`src/rtl/mult_share_ctrl.sv`:
```
// Round-robin front end that shares one sequential 4x4 shift-add multiplier
// among NREQ requesters: grant, issue START, wait for READY (with timeout), reply.
module mult_share_ctrl #(
  parameter int NREQ = 4,
  parameter int TMO  = 15
) (
  input  logic              CK,
  input  logic              RST,
  input  logic [NREQ-1:0]   REQ,
  input  logic [4*NREQ-1:0] REQ_A,
  input  logic [4*NREQ-1:0] REQ_B,
  output logic [NREQ-1:0]   GNT,
  output logic [NREQ-1:0]   DONE,
  output logic [7:0]        RESULT,
  output logic              ERR,
  output logic              BUSY,
  output logic [3:0]        MA,
  output logic [3:0]        MB,
  output logic              MSTART,
  input  logic              MREADY,
  input  logic [7:0]        MP
);

  localparam int IW = (NREQ > 1) ? $clog2(NREQ) : 1;
  localparam int CW = $clog2(TMO + 1);

  typedef enum logic [2:0] {
    S_IDLE,
    S_ISSUE,
    S_ARM,
    S_WAIT,
    S_RESP
  } state_e;

  state_e          state_q, state_d;
  logic [IW-1:0]   ptr_q, ptr_d;
  logic [IW-1:0]   owner_q, owner_d;
  logic [CW-1:0]   cnt_q, cnt_d;
  logic [3:0]      ma_q, ma_d;
  logic [3:0]      mb_q, mb_d;
  logic [7:0]      result_q, result_d;
  logic            err_q, err_d;
  logic            busy_q, busy_d;
  logic            mstart_q, mstart_d;
  logic [NREQ-1:0] done_q, done_d;

  logic            win_found;
  logic [IW-1:0]   win_idx;

  function automatic logic [IW-1:0] rr_index(input logic [IW-1:0] base, input int k);
    return IW'((int'(base) + k) % NREQ);
  endfunction

  // First requester at or after the pointer, wrapping around.
  always_comb begin
    win_found = 1'b0;
    win_idx   = '0;
    for (int k = 0; k < NREQ; k++) begin
      if (!win_found && REQ[rr_index(ptr_q, k)]) begin
        win_found = 1'b1;
        win_idx   = rr_index(ptr_q, k);
      end
    end
  end

  always_comb begin
    // NOTE: every signal gets a default before the case so no path leaves one
    // unassigned; that is what keeps this block free of inferred latches.
    state_d  = state_q;
    ptr_d    = ptr_q;
    owner_d  = owner_q;
    cnt_d    = cnt_q;
    ma_d     = ma_q;
    mb_d     = mb_q;
    result_d = '0;
    err_d    = 1'b0;
    done_d   = '0;
    mstart_d = 1'b0;
    GNT      = '0;

    unique case (state_q)
      S_IDLE: begin
        if (win_found) begin
          GNT[win_idx] = 1'b1;
          ma_d         = REQ_A[{win_idx, 2'b00} +: 4];
          mb_d         = REQ_B[{win_idx, 2'b00} +: 4];
          owner_d      = win_idx;
          ptr_d        = rr_index(win_idx, 1);
          mstart_d     = 1'b1;
          state_d      = S_ISSUE;
        end
      end
      S_ISSUE: state_d = S_ARM;
      S_ARM: begin
        // READY may still show the previous product here, so it is not looked at.
        cnt_d   = '0;
        state_d = S_WAIT;
      end
      S_WAIT: begin
        if (MREADY) begin
          result_d        = MP;
          done_d[owner_q] = 1'b1;
          state_d         = S_RESP;
        end else if (cnt_q == CW'(TMO - 1)) begin
          err_d           = 1'b1;
          done_d[owner_q] = 1'b1;
          state_d         = S_RESP;
        end else begin
          cnt_d = cnt_q + CW'(1);
        end
      end
      S_RESP:  state_d = S_IDLE;
      default: state_d = S_IDLE;
    endcase

    busy_d = (state_d != S_IDLE);
  end

  // NOTE: state flops use non-blocking assignments so every flop samples the
  // pre-edge values, independent of statement order.
  always_ff @(posedge CK) begin
    if (RST) begin
      state_q  <= S_IDLE;
      ptr_q    <= '0;
      owner_q  <= '0;
      cnt_q    <= '0;
      ma_q     <= '0;
      mb_q     <= '0;
      result_q <= '0;
      err_q    <= 1'b0;
      busy_q   <= 1'b0;
      mstart_q <= 1'b0;
      done_q   <= '0;
    end else begin
      state_q  <= state_d;
      ptr_q    <= ptr_d;
      owner_q  <= owner_d;
      cnt_q    <= cnt_d;
      ma_q     <= ma_d;
      mb_q     <= mb_d;
      result_q <= result_d;
      err_q    <= err_d;
      busy_q   <= busy_d;
      mstart_q <= mstart_d;
      done_q   <= done_d;
    end
  end

  assign DONE   = done_q;
  assign RESULT = result_q;
  assign ERR    = err_q;
  assign BUSY   = busy_q;
  assign MA     = ma_q;
  assign MB     = mb_q;
  assign MSTART = mstart_q;

endmodule

```
`config.mk`:
```
export PLATFORM = sky130hd
export DESIGN_NAME = mult_share_ctrl
export DESIGN_NICKNAME = d
export VERILOG_FILES = /design/src/rtl/mult_share_ctrl.sv
export SDC_FILE = /design/constraint.sdc
export NUM_CORES = 1
export LEC_CHECK = 0
export ABC_CLOCK_PERIOD_IN_PS = 2100
export BUFFER_PORTS_ARGS = -buffer_cell sky130_fd_sc_hd__clkbuf_2
export CORE_UTILIZATION = 45
export CTS_CLUSTER_DIAMETER = 100
export DETAILED_ROUTE_END_ITERATION = 16
export PLACE_DENSITY = 0.78
export SLEW_MARGIN = 25
export SYNTH_ARGS = -nofsm -noshare
export SYNTH_HDL_FRONTEND = slang
export SYNTH_SLANG_ARGS = --single-unit
```
`constraint.sdc`:
```
create_clock -name CK -period 2.1 [get_ports CK]
set_input_delay 0 -clock CK [delete_from_list [all_inputs] [get_ports CK]]
set_output_delay 0 -clock CK [all_outputs]
set_load 0.1 [all_outputs]
```
==> flow_summary.json <==
{
  "status": "finished clean",
  "worstRegToRegCells": 6,
  "critical_path.max_stage_delay_ps": 340,
  "relSlewSlack_pct": 63.5,
  "required_ps": 2100,
  "worstSetupPathType": "flop to output pin",
  "synthSimpleGateAreaFrac_pct": 21.0,
  "rsz0062_at_grt": "yes",
  "synth-warning-count": 0,
  "gp_congestion": 0.777,
  "ys_ff_latch": 34,
  "synth-async-reset-ratio_pct": 0,
  "synthAdderAreaFrac_pct": 4.90,
  "path_depth": 7,
  "clk_latency_ps": 330,
  "grt_pass1_vias": 1520,
  "hp-class": "input port to flop",
  "fin_skew_ps": 12.8,
  "placementRows": 20,
  "drtIter0Drc": 64,
  "cts_tree": "yes",
  "place_inst": 273,
  "crit_slowest_cell": "dfxtp_1",
  "die_h_um": 60.3,
  "start_util_pct": 49.0,
  "vias_per_cell": 5.13,
  "clk_pin_slew_ps": 100,
  "drc_errors": 0,
  "synth_cell_types": 35,
  "critPathArrivalTime_ps": 2020,
  "synth.area.mux_share_pct": 10.5,
  "synth_edf_count": 0,
  "grt_pass1_wl_um": 6690,
  "power.leakage_uw": 0.00116,
  "vdd_drop_max_v": 0.000613,
  "area_growth_pct": 54.6,
  "die_area_sq_mm": 0.00364,
  "synth.cell_area_sq_mm": 0.00153,
  "layout-drive-gt1-share_pct": 33.1,
  "tns_ps": 0,
  "finalCritPeriodShare_pct": 96.3,
  "clockRootBuffer": "clkbuf_4",
  "finish.utilization_pct": 75.7,
  "most-common-layout-cells": "clkbuf_2, dlygate4sd3_1, dfxtp_1, mux2i_1, nor2_1",
  "whs_path_depth": 3,
  "n_antenna_cell": 0,
  "numCtsBuffers": 5,
  "coreArea_sq_mm": 0.00313,
  "dp_hpwl_um": 2550,
  "powerDensity_mw_per_mm2": 868,
  "path_max_fanout": 17,
  "antenna_found_initial": 0,
  "dp_slack_ps": 237,
  "ios": 74,
  "htreeDepth": 2,
  "cts_sinks": 34,
  "cts.path.max_buffers": 2,
  "postSynthCellCount": 161,
  "portBuffers": 73,
  "finalSetupViolations": 0,
  "synth_nets": 214,
  "drv_slew": 0,
  "syn_area_per_cell_sq_um": 9.51,
  "worstMarginPinSlew_ps": 550,
  "vias": 1620,
  "drt_wl_total_um": 4460,
  "synth_compound_gate_area_share_pct": 13.7,
  "start_kind": "flop",
  "synth_top_family_by_area": "simple AND/OR/NAND/NOR gates",
  "wire_per_inst_um": 14.1,
  "fmax_mhz": 495,
  "die_w_um": 60.3,
  "grt_max_degree": 22,
  "grt_overflow": 0,
  "crit_family": "buffers and inverters",
  "ys_seq_area_share_pct": 44.4,
  "drt-pass1-iter-count": 4,
  "path_cells": "nor2b_1 > a21oi_1 > o221ai_2 > buf_6 > ha_1 > and2_2 > buf_4",
  "synth_xor_area_share_pct": 1.72,
  "final_cell_count_no_fill": 316,
  "worst-path-buf-inv": 2,
  "hold_viol_final": 0,
  "synth_flop_cell": "dfxtp_1",
  "fin_nets": 325,
  "grt_usage_pct": 25.6,
  "post-route-min-period_ps": 2020,
  "cap_violations": 0,
  "timing.final.ws_setup_ps": 78.2,
  "crit_path_end_kind": "output pin",
  "final_common_cell": "clkbuf_2",
  "antenna_left": 0
}
[logic make-up after synthesis]
logic type      count (synthesis)
compound gates                 28
xor+xnor                        3
fa+ha+maj                       6
buf+inv                        14
flops                          34
mux                            16
simple gates                   60
[final cells by class]
type	count	area, sq um
Multi-Input combinational cell	113	802
Fill cell	227	761
Timing Repair Buffer	112	759
Sequential cell	34	681
Tap cell	44	55.1
Clock buffer	5	37.5
Inverter	6	22.5
Clock inverter	2	10.0
[layer usage]
layer  global-route usage, %  routed length, um
met1                    27.9               1740
met4                    14.6                189
met3                    8.32                275
met2                    43.6               2250
met5                       0                  0
[state kept, by name, summed over array words and instances, names as in the netlist]
register / cells
BUSY: 1
DONE: 4
ERR: 1
MA: 4
MB: 4
MSTART: 1
RESULT: 8
cnt_q: 4
owner_q: 2
ptr_q: 2
state_q: 3
[Yosys cell counts (2+ instances only)]
cell type | count | share of area (%)
nor2b_1 | 3 | 1.2
clkbuf_1 | 4 | 0.98
nor4_1 | 2 | 0.82
or3_1 | 3 | 1.2
ha_1 | 6 | 4.9
a21oi_1 | 6 | 2.0
xor2_1 | 2 | 1.1
buf_2 | 3 | 0.98
o221ai_1 | 9 | 5.1
a211o_1 | 2 | 1.1
nor3_1 | 2 | 0.65
nand3b_1 | 8 | 3.9
o21ai_0 | 3 | 0.98
dfxtp_1 | 34 | 44
mux2i_1 | 16 | 10
inv_1 | 6 | 1.5
nor2_1 | 14 | 3.4
nand2_1 | 10 | 2.5
and2_1 | 12 | 4.9
[through the flow]
stage	area, sq um	hold WS, ps	power [uW]
after floorplan	1530	77.3	1470
after detailed placement	1950	205	1650
after global routing	2370	2.18	2160
final	2370	5.31	2050
after global placement	1950	206	1640
after CTS	2350	1.58	2030
[report_power, final]
| part | switching [uW] | internal (uW) |
|---|---|---|
| Sequential | 52.5 | 715 |
| Combinational | 674 | 284 |
| Clock | 208 | 120 |
[final timing paths]
| kind | from | endpoint | slack [ps] |
|---|---|---|---|
| min | REQ_A[15] | MA[3]$_SDFFE_PP0P_ | 5 |
| max reg2reg | ptr_q[1]$_SDFFE_PP0P_ | MB[0]$_SDFFE_PP0P_ | 230 |
| min reg2reg | owner_q[0]$_SDFFE_PP0P_ | DONE[1]$_SDFF_PP0_ | 490 |
| max | ptr_q[0]$_SDFFE_PP0P_ | GNT[2] | 80 |
[what timing repair did]
| action | CTS | global route |
|---|---|---|
| hold endpoints to repair | 16 | 0 |
| setup endpoints to repair | 2 | 4 |
| setup buffers | 0 | 1 |
| cloned | 0 | 0 |
| resized for setup | 2 | 4 |
| hold buffers | 35 | 0 |
| pin swaps | 0 | 1 |
[worst reg2reg max path, stage by stage, from the launching register on]
cell and delay, ps:
dfxtp_1 400, a21boi_1 110, o32ai_2 260, buf_4 170, inv_1 90, or3_1 510
o221ai_1 260
(Power assumes the default switching activity.)
